## src/rtl/keypad_scan_debounce.sv

```systemverilog
// keypad_scan_debounce
//   Matrix-keypad scanner. Drives one column at a time (one-hot), lets the
//   column settle for SCAN_DIV clocks, then samples the synchronised rows.
//   A single active row starts a debounce. A pattern that stays stable for
//   DEB_CYC clocks is accepted as a press. The scanner then stays on that
//   column until the release has been debounced as well. Each accepted
//   press produces exactly one key-code event on a valid/ready port.
//
// Ports
//   clk        in   1        system clock
//   reset      in   1        synchronous, active-high reset
//   row        in   NROWS    raw row inputs, active-high, asynchronous to clk
//   col        out  NCOLS    column drive, one-hot, active-high
//   key_code   out  CODE_W   col_idx*NROWS + row_idx of the accepted key
//   key_valid  out  1        key_code holds an unconsumed event
//   key_ready  in   1        consumer takes the event when key_valid && key_ready
//   key_held   out  1        high while the accepted key remains pressed
//   overrun    out  1        sticky: a press arrived while an event was pending
module keypad_scan_debounce #(
    parameter int NROWS    = 4,
    parameter int NCOLS    = 4,
    parameter int SCAN_DIV = 1000,
    parameter int DEB_CYC  = 50000,
    parameter int CODE_W   = $clog2(NROWS * NCOLS)
) (
    input  logic              clk,
    input  logic              reset,
    input  logic [NROWS-1:0]  row,
    output logic [NCOLS-1:0]  col,
    output logic [CODE_W-1:0] key_code,
    output logic              key_valid,
    input  logic              key_ready,
    output logic              key_held,
    output logic              overrun
);

    localparam int CNT_MAX = (SCAN_DIV > DEB_CYC) ? SCAN_DIV : DEB_CYC;
    localparam int CNT_W   = $clog2(CNT_MAX + 1);
    localparam int CI_W    = (NCOLS > 1) ? $clog2(NCOLS) : 1;

    typedef enum logic [1:0] {
        ST_SCAN     = 2'd0,
        ST_DEBOUNCE = 2'd1,
        ST_PRESSED  = 2'd2,
        ST_RELEASE  = 2'd3
    } state_t;

    // Exactly one row active; zero or several rows (ghosting) is rejected.
    function automatic logic is_onehot(input logic [NROWS-1:0] v);
        int unsigned n;
        n = 0;
        for (int i = 0; i < NROWS; i++) begin
            n = n + 32'(v[i]);
        end
        return (n == 32'd1);
    endfunction

    // Key code of a one-hot row pattern on column c.
    function automatic logic [CODE_W-1:0] key_index(input logic [CI_W-1:0] c,
                                                    input logic [NROWS-1:0] v);
        int unsigned r;
        r = 0;
        for (int i = 0; i < NROWS; i++) begin
            r = v[i] ? 32'(i) : r;
        end
        return CODE_W'(32'(c) * 32'(NROWS) + r);
    endfunction

    // Column index after c, wrapping from the last column back to column 0.
    function automatic logic [CI_W-1:0] next_col(input logic [CI_W-1:0] c);
        return (c == CI_W'(NCOLS - 1)) ? {CI_W{1'b0}} : c + CI_W'(1);
    endfunction

    // One-hot column drive for column index c.
    function automatic logic [NCOLS-1:0] col_onehot(input logic [CI_W-1:0] c);
        logic [NCOLS-1:0] v;
        for (int i = 0; i < NCOLS; i++) begin
            v[i] = (CI_W'(i) == c);
        end
        return v;
    endfunction

    logic [NROWS-1:0]  sync1_r;
    logic [NROWS-1:0]  rs_r;
    state_t            state_r;
    state_t            state_s;
    logic [CI_W-1:0]   ci_r;
    logic [CI_W-1:0]   ci_s;
    logic [CNT_W-1:0]  cnt_r;
    logic [CNT_W-1:0]  cnt_s;
    logic [NROWS-1:0]  pattern_r;
    logic [NROWS-1:0]  pattern_s;
    logic [NCOLS-1:0]  col_r;
    logic [CODE_W-1:0] key_code_r;
    logic [CODE_W-1:0] code_s;
    logic              key_valid_r;
    logic              valid_s;
    logic              key_held_r;
    logic              held_s;
    logic              overrun_r;
    logic              overrun_s;
    logic              accept_s;

    // Two-flop synchroniser for the asynchronous row inputs.
    always_ff @(posedge clk) begin
        if (reset) begin
            sync1_r <= {NROWS{1'b0}};
            rs_r    <= {NROWS{1'b0}};
        end else begin
            sync1_r <= row;
            rs_r    <= sync1_r;
        end
    end

    // Next-state, counter and event-port logic.
    always_comb begin
        state_s   = state_r;
        ci_s      = ci_r;
        cnt_s     = cnt_r;
        pattern_s = pattern_r;
        held_s    = key_held_r;
        accept_s  = 1'b0;
        code_s    = key_code_r;
        valid_s   = key_valid_r;
        overrun_s = overrun_r;

        case (state_r)
            ST_SCAN: begin
                // Rows are only trusted on the last dwell cycle, once the
                // column drive has had time to reach the synchroniser output.
                if (cnt_r == CNT_W'(SCAN_DIV - 1)) begin
                    cnt_s = {CNT_W{1'b0}};
                    if (is_onehot(rs_r)) begin
                        state_s   = ST_DEBOUNCE;
                        pattern_s = rs_r;
                    end else begin
                        ci_s = next_col(ci_r);
                    end
                end else begin
                    cnt_s = cnt_r + CNT_W'(1);
                end
            end
            ST_DEBOUNCE: begin
                if (rs_r != pattern_r) begin
                    state_s = ST_SCAN;
                    cnt_s   = {CNT_W{1'b0}};
                end else if (cnt_r == CNT_W'(DEB_CYC - 1)) begin
                    state_s  = ST_PRESSED;
                    cnt_s    = {CNT_W{1'b0}};
                    held_s   = 1'b1;
                    accept_s = 1'b1;
                end else begin
                    cnt_s = cnt_r + CNT_W'(1);
                end
            end
            ST_PRESSED: begin
                if (rs_r == {NROWS{1'b0}}) begin
                    state_s = ST_RELEASE;
                    cnt_s   = {CNT_W{1'b0}};
                end else begin
                    state_s = ST_PRESSED;
                end
            end
            ST_RELEASE: begin
                if (rs_r != {NROWS{1'b0}}) begin
                    // Release bounce: key counts as still held, no new event.
                    state_s = ST_PRESSED;
                    cnt_s   = {CNT_W{1'b0}};
                end else if (cnt_r == CNT_W'(DEB_CYC - 1)) begin
                    state_s = ST_SCAN;
                    cnt_s   = {CNT_W{1'b0}};
                    held_s  = 1'b0;
                    ci_s    = next_col(ci_r);
                end else begin
                    cnt_s = cnt_r + CNT_W'(1);
                end
            end
            default: begin
                state_s = ST_SCAN;
                cnt_s   = {CNT_W{1'b0}};
                held_s  = 1'b0;
            end
        endcase

        // A new event may load in the same cycle the old one is consumed;
        // otherwise it is dropped and flagged, keeping the pending code intact.
        if (accept_s) begin
            if (!key_valid_r || key_ready) begin
                code_s  = key_index(ci_r, pattern_r);
                valid_s = 1'b1;
            end else begin
                overrun_s = 1'b1;
            end
        end else if (key_valid_r && key_ready) begin
            valid_s = 1'b0;
        end else begin
            valid_s = key_valid_r;
        end
    end

    // State, counters and registered outputs.
    always_ff @(posedge clk) begin
        if (reset) begin
            state_r     <= ST_SCAN;
            ci_r        <= {CI_W{1'b0}};
            cnt_r       <= {CNT_W{1'b0}};
            pattern_r   <= {NROWS{1'b0}};
            col_r       <= col_onehot({CI_W{1'b0}});
            key_code_r  <= {CODE_W{1'b0}};
            key_valid_r <= 1'b0;
            key_held_r  <= 1'b0;
            overrun_r   <= 1'b0;
        end else begin
            state_r     <= state_s;
            ci_r        <= ci_s;
            cnt_r       <= cnt_s;
            pattern_r   <= pattern_s;
            col_r       <= col_onehot(ci_s);
            key_code_r  <= code_s;
            key_valid_r <= valid_s;
            key_held_r  <= held_s;
            overrun_r   <= overrun_s;
        end
    end

    assign col       = col_r;
    assign key_code  = key_code_r;
    assign key_valid = key_valid_r;
    assign key_held  = key_held_r;
    assign overrun   = overrun_r;

endmodule
```

## config.mk

```make
export PLATFORM = sky130hd
export DESIGN_NAME = keypad_scan_debounce
export DESIGN_NICKNAME = d
export VERILOG_FILES = /design/src/rtl/keypad_scan_debounce.sv
export SDC_FILE = /design/constraint.sdc
export NUM_CORES = 1
export LEC_CHECK = 0
export CORE_MARGIN = 2
export CORE_UTILIZATION = 30
export CTS_BUF_LIST = sky130_fd_sc_hd__clkbuf_16
export DETAILED_ROUTE_END_ITERATION = 10
export PLACE_DENSITY_LB_ADDON = 0.25
export SLEW_MARGIN = 30
export SYNTH_ARGS = -nofsm -noshare
export SYNTH_HDL_FRONTEND = slang
export SYNTH_SLANG_ARGS = --single-unit
export TNS_END_PERCENT = 50
```

## constraint.sdc

```tcl
create_clock -name clk -period 3.9 [get_ports clk]
set_input_delay 0.975 -clock clk [delete_from_list [all_inputs] [get_ports clk]]
set_output_delay 0.975 -clock clk [all_outputs]
set_load 0.01 [all_outputs]
```

# == Yosys cells after proc, flatten, opt, wreduce, memory -nomap -nowiden ==
# Cells that the tools add are included.
# totals
wordCells,88
rom_bits,0
input_bits,7
register_bits,43
ram_bits,0
out_inout_bits,11
latch_bits,0
n_memories,0
# op_classes
n_lt_le_gt_ge,0
shift,0
mul,0
div_mod_pow,0
addsub,6
reduce_logical,15
muxes,34
eq_ne,21
n_bitwise,1
# op_table
op,count
16-bit 2-to-1 mux,5
16-bit case mux with 4 select lines,1
2-bit 2-to-1 mux,13
"16-bit by 1-bit adder with 16-bit output, second input constant",1
"16-bit by 10-bit == test with 1-bit output, second input constant",1
"16-bit == test, second input constant",1
"2-bit inequality test, second input constant",7
1-bit 2-to-1 mux,12
2-bit case mux with 4 select lines,1
"2-bit == test, second input constant",3
"3-bit inequality test, second input constant",2
2-bit AND reduction,3
5-bit AND reduction,1
3-bit by 1-bit adder with 4-bit output,1
4-bit by 2-bit adder with 4-bit output,1
"2-bit == test, first input constant",2
"4-bit by 1-bit == test with 1-bit output, second input constant",1
2-bit logical NOT,2
4-bit logical NOT,1
4-bit inequality test,1
2-bit case mux with 2 select lines,1
4-bit AND reduction,1
2-bit nonzero test,2
4-bit nonzero test,1
other kinds (12),12

# == Longest topological paths before layout ==
# Gate-level depths: netlist of run 1.
# depth
depth_word,8
depth_mapped,10
ltp_nobuf,10

# == Worst setup path after synthesis of run 1 ==
# Ideal clock, no wire load.
# synth_timing
path_kind,register -> register
startpoint,reg rs_r[0]
endpoint,reg col_r[1] (netlist: col[1])
required_time_ns,3.827
path_slack_ns,1.262
n_path_buf,0
setup_time_ns,0.073
arrival_time_ns,2.565
period_less_slack_ns,2.638
stages_incl_launch_ff,11
cell_sequence,dfxtp_1 > inv_1 > fa_1 > inv_1 > ha_1 > ha_1 > nor3b_1 > nor3_1 > a32o_1 > a211oi_4 > nor3b_2
# synth_via
elab_chain_len,8
word_cells_on_any_way,10
classes_between,3 x add/sub; 2 x eq/ne; 4 x mux; 1 x reduce/logical
# synth_lines
element,line_no,rtl
"start, declared",84,logic [NROWS-1:0] rs_r;
"start signal, assigned",108,rs_r <= {NROWS{1'b0}};
"start signal, assigned",111,rs_r <= sync1_r;
1-bit by 1-bit adder with 2-bit output,53,n = n + 32'(v[i]);
2-bit by 1-bit adder with 3-bit output,53,
3-bit by 1-bit adder with 4-bit output,53,
4-bit by 1-bit == test with 1-bit output,55,return (n == 32'd1);
2-bit 2-to-1 mux,133,if (is_onehot(rs_r)) begin
2-bit 2-to-1 mux,131,if (cnt_r == CNT_W'(SCAN_DIV - 1)) begin
2-bit case mux with 2 select lines (*),127,case (state_r)
1-bit by 2-bit == test with 1-bit output (*),78,v[i] = (CI_W'(i) == c);
"end signal, assigned",208,col_r <= col_onehot({CI_W{1'b0}});
"end signal, assigned",218,col_r <= col_onehot(ci_s);
"end, declared",93,logic [NCOLS-1:0] col_r;
# Mark *: on every way between the ends. The rest lies on a longest branch, timed or not.
# A chain may end at the register's enable or synchronous reset.

# == Worst setup path after layout of run 1 ==
# Same ends and word-level chain as after synthesis.

==> flow_summary.json, run 1 <==
{
  "track_usage_pct": 11.8,
  "avgSynthCellArea_um2": 9.56,
  "start_util_pct": 31.3,
  "cap_violations": 0,
  "holdCritStartpoint": "sync1_r[2]",
  "cp_data_required_time_ns": 4.12,
  "grt_pass1_wl_mm": 7.09,
  "die_y_um": 88.7,
  "slowest_delay_ns": 0.54,
  "totalNegativeSetupSlack_ns": 0,
  "cts_setup_buffers": 0,
  "hold_path.class": "flip-flop to flip-flop",
  "r2r-start": "rs_r[0]",
  "coreArea_um2": 6870,
  "status": "completed",
  "p_leak_nw": 0.951,
  "ys_ff_latch": 43,
  "ant_nets": 0,
  "cts_buffers": 5,
  "grt.overflow.total": 0,
  "firstDrtPassIters": 4,
  "grt_pass1_vias": 1503,
  "p_per_area_nw_per_um2": 381,
  "period_share_pct": 74.1,
  "synth_edf_count": 0,
  "worst-path-max-fanout": 5,
  "synth_cell_types": 47,
  "crit_slowest_cell": "fa_1",
  "ys.flop_type": "dfxtp_1",
  "skew_ns": 0.00699,
  "grt_max_degree": 43,
  "total_power_w": 0.000980,
  "cts_num_sinks": 43,
  "rsz0062_at_grt": "false",
  "yosys_warnings": 0,
  "final_util_pct": 37.4,
  "endpoint_kind": "flip-flop",
  "period_minus_slack_ns": 2.89,
  "worst_pin_slew_ns": 0.758,
  "drt_wl_total_mm": 4.14,
  "die-width_um": 88.7,
  "hold_violations": 0,
  "yosysTopAreaCell": "dfxtp_1",
  "r2r_slack_ns": 1.01,
  "clk_latency_ns": 0.29,
  "synthesis.area_um2": 2150,
  "gp_congestion": 0.757,
  "fmax_ghz": 0.346,
  "drt_iter0_markers": 36,
  "num_antenna_cells": 0,
  "cts-root-buf": "clkbuf_16",
  "r2r_end": "col[1]",
  "num_rows": 30,
  "drive_gt1_share_pct": 10.2,
  "vias": 1614,
  "dpl-instance-area_um2": 2420,
  "via_per_inst": 4.73,
  "portBuffers": 17,
  "cp_cell_sequence": "inv_1 > fa_1 > inv_1 > ha_1 > ha_1 > nor3b_1 > nor3_1 > a32o_1 > a211oi_4 > nor3b_2",
  "hold_depth": 1,
  "antenna_found_initial": 0,
  "arrival_ns": 3.11,
  "ys_seq_area_share_pct": 40.0,
  "setup.worst_path.start_class": "flip-flop",
  "cts_tree": "built",
  "synthArstFlopShare_pct": 0,
  "ios": 18,
  "drv_slew": 0,
  "instances_no_fill": 341,
  "worstRegToRegCells": 10,
  "area_delta_synth_final_pct": 19.5,
  "ctsHoldBuffers": 0,
  "ir_drop_mv": 0.174,
  "die-area_um2": 7860,
  "cts-resized-gates": 0,
  "crit_type": "flip-flop to flip-flop",
  "syn_nets": 242,
  "hold_end": "rs_r[2]",
  "synth_top_area_share_pct": 40.0,
  "clk_pin_slew_worst_paths_ns": 0.07,
  "finalSetupViolCount": 0,
  "htreeDepth": 2,
  "dp_hpwl_mm": 2.94,
  "final_area_um2": 2570,
  "nNetsFinal": 261,
  "fill_cells": 698,
  "dp.cells": 333,
  "drcViolationCount": 0,
  "drt-wirelength-per-cell_um": 12.1,
  "slew_headroom_pct": 49.5,
  "syn_inst": 225,
  "cts_buffer_depth": 2,
  "netlist_top_cells_area": "dfxtp_1 40%, nor3_1 5.8%, ha_1 5.2%"
}
==> report_power, final <==
group          switching (W)  internal (W)
combinational      0.0000590     0.0000361
clock               0.000184      0.000239
sequential         0.0000108      0.000451
total               0.000254      0.000727
==> final cells by class <==
cell class	count	area [um^2]	area share, %
repair buffers	19	185	7.20
multi-input cells	161	1200	46.8
flip-flops and latches	43	861	33.5
well taps	96	120	4.67
clock buffers	5	125	4.87
clock inverters	3	23.8	0.925
inverters	14	52.6	2.04
==> layout by cell type, fill, tap and decap left out, drive strengths merged, types with 9 or more instances in the layout <==
master / count
a21oi: 9
clkdlybuf4s50: 17
dfxtp: 43
ha: 9
inv: 15
nand2: 13
nor2: 15
nor2b: 11
nor3: 26
xor2: 11
==> flip-flops by register name, indices dropped and copies added (netlist names) <==
register and flops:
cnt_r 16, col 4, key_code 4, pattern_r 4, rs_r 4, sync1_r 4, ci_r 2, state_r 2
key_held 1, key_valid 1, overrun 1
==> synthesized netlist by cell type, types with 2 or more instances <==
library cell	n
buf_4	2
clkbuf_1	5
xor2_1	11
nor3b_1	4
nand2_1	13
nand4b_1	2
mux2i_1	7
and3_1	2
nor2b_1	11
o21ai_0	5
a2111oi_4	2
a21oi_1	8
nor4_2	2
nand4_1	3
nand3_1	7
inv_1	14
ha_1	9
a32o_1	2
nor2_1	15
nor3_1	25
xnor2_1	8
dfxtp_1	43
==> metal layers <==
| layer | up-vias | routed length (um) | global-route usage [%] |
|---|---|---|---|
| li1 | 831 | - | - |
| met2 | 26 | 1930 | 18.7 |
| met5 | - | 0 | 0 |
| met3 | 8 | 169 | 4.10 |
| met4 | 0 | 74 | 5.10 |
| met1 | 749 | 1960 | 14.5 |
==> cell families after synthesis <==
family / Yosys count / share of synthesized area, %
AOI/OAI and AO/OA: 28 / 11.3
adders and majority gates: 10 / 6.17
buffers and inverters: 21 / 4.01
muxes: 7 / 3.26
xor gates and xnor gates: 19 / 7.74
DFF: 43 / 40.0
and+or+nand+nor: 97 / 27.5
==> how the worst max path moves through the flow <==
stage	end	startpoint
6_report	col[1]	rs_r[0]
4_1_cts	col[1]	rs_r[0]
3_3_place_gp	col[1]	rs_r[0]
2_1_floorplan	col[1]	rs_r[0]
5_1_grt	col[1]	rs_r[3]
3_5_place_dp	col[1]	rs_r[0]
==> worst max-delay path, delay by kind of cell, from the launching register on <==
kind                     cells  cell delay [ns]
adder cells (fa/ha/maj)      3             0.97
AND/OR/NAND/NOR              3             0.74
AO/OA/AOI/OAI                2             0.61
flip-flops                   1             0.36
buffers and inverters        2             0.13
==> metrics by stage <==
step | hold slack, ns | worst slack, ns
after floorplan | 0.414 | 1.26
after global placement | 0.424 | 1.07
after detailed placement | 0.423 | 1.01
after CTS | 0.439 | 0.987
after global routing | 0.456 | 0.746
final | 0.434 | 1.01
Note: power is estimated with default switching activity, not from simulation.
==> inputs of run 2 (changes only) <==
- clock period: 3.9 -> 2.4 ns (I/O delays scaled with it)
==> run 2 against run 1 <==
The flow now finishes with violations (negative setup slack). Sequential power grew 63%. Final area grew 6.6%. First-iteration DRC count grew 81%. Worst hold slack gained 0.0030 ns. Largest cell class unchanged. Die area is the same. Fmax grew 17%. Global-route usage is essentially flat. Via count grew 0.25%. Cell count grew 3.2%. Sequential cell count is the same.
==> flow_summary.json, run 2 (synthesized netlist as in run 1, its figures left out) <==
{
  "switching_power_w": 0.000406,
  "period_minus_slack_ns": 2.47,
  "place_ws_ns": -0.0690,
  "hold_violations": 0,
  "fmax_ghz": 0.405,
  "holdCritStartpoint": "sync1_r[0]",
  "arrival_ns": 2.63,
  "cts_buffer_depth": 2,
  "drcViolationCount": 0,
  "violations": "negative setup slack",
  "hold_path.class": "flip-flop to flip-flop",
  "antenna_found_initial": 0,
  "cts-root-buf": "clkbuf_16",
  "period_share_pct": 103,
  "cts_tree": "built",
  "vias": 1618,
  "grt_pass1_wl_mm": 7.09,
  "worst_pin_slew_ns": 0.603,
  "p_leak_nw": 1.04,
  "grt.overflow.total": 0,
  "dp_hpwl_mm": 3.07,
  "r2r-start": "rs_r[3]",
  "cap_violations": 0,
  "p_sw_share_pct": 23.7,
  "total_power_w": 0.00172,
  "mostFrequentLayoutCells": "40 x dfxtp_1, 24 x nor3_1, 17 x clkdlybuf4s50_1",
  "grt_pass1_vias": 1491,
  "gp_congestion": 0.798,
  "drt_iter0_markers": 65,
  "area_delta_synth_final_pct": 27.5,
  "cts_num_sinks": 43,
  "portBuffers": 17,
  "combPwrFrac_pct": 11.4,
  "largest_reg_flops": 16,
  "fin_ws_ns": -0.0689,
  "layout_commonest_cell": "dfxtp_1",
  "coreArea_um2": 6870,
  "num_antenna_cells": 0,
  "rsz0062_at_grt": "true",
  "die_y_um": 88.7,
  "clk_pin_slew_worst_paths_ns": 0.06,
  "skew_ns": 0.00745,
  "num_rows": 30,
  "clk_latency_ns": 0.29,
  "finalSetupViolCount": 4,
  "ir_drop_mv": 0.274,
  "r2r_slack_ns": -0.07,
  "ant_nets": 0,
  "crit_type": "flip-flop to flip-flop",
  "track_usage_pct": 11.8,
  "slew_headroom_pct": 59.5,
  "clkPwrFrac_pct": 44.8,
  "internal-power_w": 0.00131,
  "largest-register": "cnt_r",
  "status": "complete, but fails checks",
  "nNetsFinal": 272,
  "worst-path-max-fanout": 5,
  "start_util_pct": 31.3,
  "final_area_um2": 2740,
  "p_per_area_nw_per_um2": 626,
  "sequentialPowerShare_pct": 43.8,
  "die-width_um": 88.7,
  "final_util_pct": 39.9,
  "drt-wirelength-per-cell_um": 12.2,
  "endpoint_kind": "flip-flop",
  "ios": 18,
  "drive_gt1_share_pct": 20.7,
  "totalNegativeSetupSlack_ns": -0.181,
  "via_per_inst": 4.60,
  "startpoint": "rs_r[3]",
  "dpl-instance-area_um2": 2520,
  "cp_data_required_time_ns": 2.56,
  "die-area_um2": 7860,
  "htreeDepth": 2,
  "grt_max_degree": 31,
  "cts_buffers": 5,
  "drt_wl_total_mm": 4.31,
  "firstDrtPassIters": 4,
  "setup.worst_path.start_class": "flip-flop",
  "drv_slew": 0
}
==> run 2: what timing repair did <==
item                                    4_1_cts  5_1_grt
pin swaps                                     2       10
hold buffers                                  0        0
endpoints found under the setup margin        8       12
buffers inserted                              0        2
gates resized for setup                       1        9
==> run 2: layout make-up <==
cell class	count	area, um^2
fill	682	4130
multi-input combinational	161	1270
clock inverter	3	42.5
clock buffer	5	125
timing repair buffer	30	268
sequential	43	865
tap	96	120
inverter	14	52.6
==> run 2: power by group through the flow <==
stage / Combinational (W) / Sequential (W) / Clock [W]
floorplan: 0.000124 / 0.000764 / 0
global placement: 0.000177 / 0.000766 / 0
detailed placement: 0.000179 / 0.000766 / 0
CTS: 0.000184 / 0.000750 / 0.000795
global route: 0.000217 / 0.000753 / 0.000819
finish: 0.000195 / 0.000751 / 0.000769
==> run 2: through the flow <==
stage / hold WS [ns] / cells
floorplan: 0.414 / 225
global placement: 0.421 / 342
detailed placement: 0.428 / 342
CTS: 0.442 / 350
global route: 0.448 / 352
finish: 0.437 / 352
==> run 2: final timing paths <==
check / end / depth (start not counted)
worst min register to register: rs_r[0] / 1
worst max-delay path: col[2] / 11
worst max register to register: col[2] / 11
worst min-delay path: rs_r[0] / 1
==> run 2: critical path, stage by stage, from the launching register on <==
cell	delay, ns
dfxtp_2	0.34
inv_2	0.04
fa_1	0.56
inv_2	0.05
ha_4	0.16
ha_4	0.21
nor3b_4	0.24
buf_4	0.15
nor2_2	0.04
a211oi_2	0.30
nor3_4	0.09
nor3b_2	0.16
==> run 2: layer usage <==
metal	GRT usage, %	vias to the layer above	routed length [um]
met5	0	-	0
met4	5.37	0	109
met3	2.80	9	121
met2	17.2	28	1830
met1	16.4	731	2240
li1	-	850	-
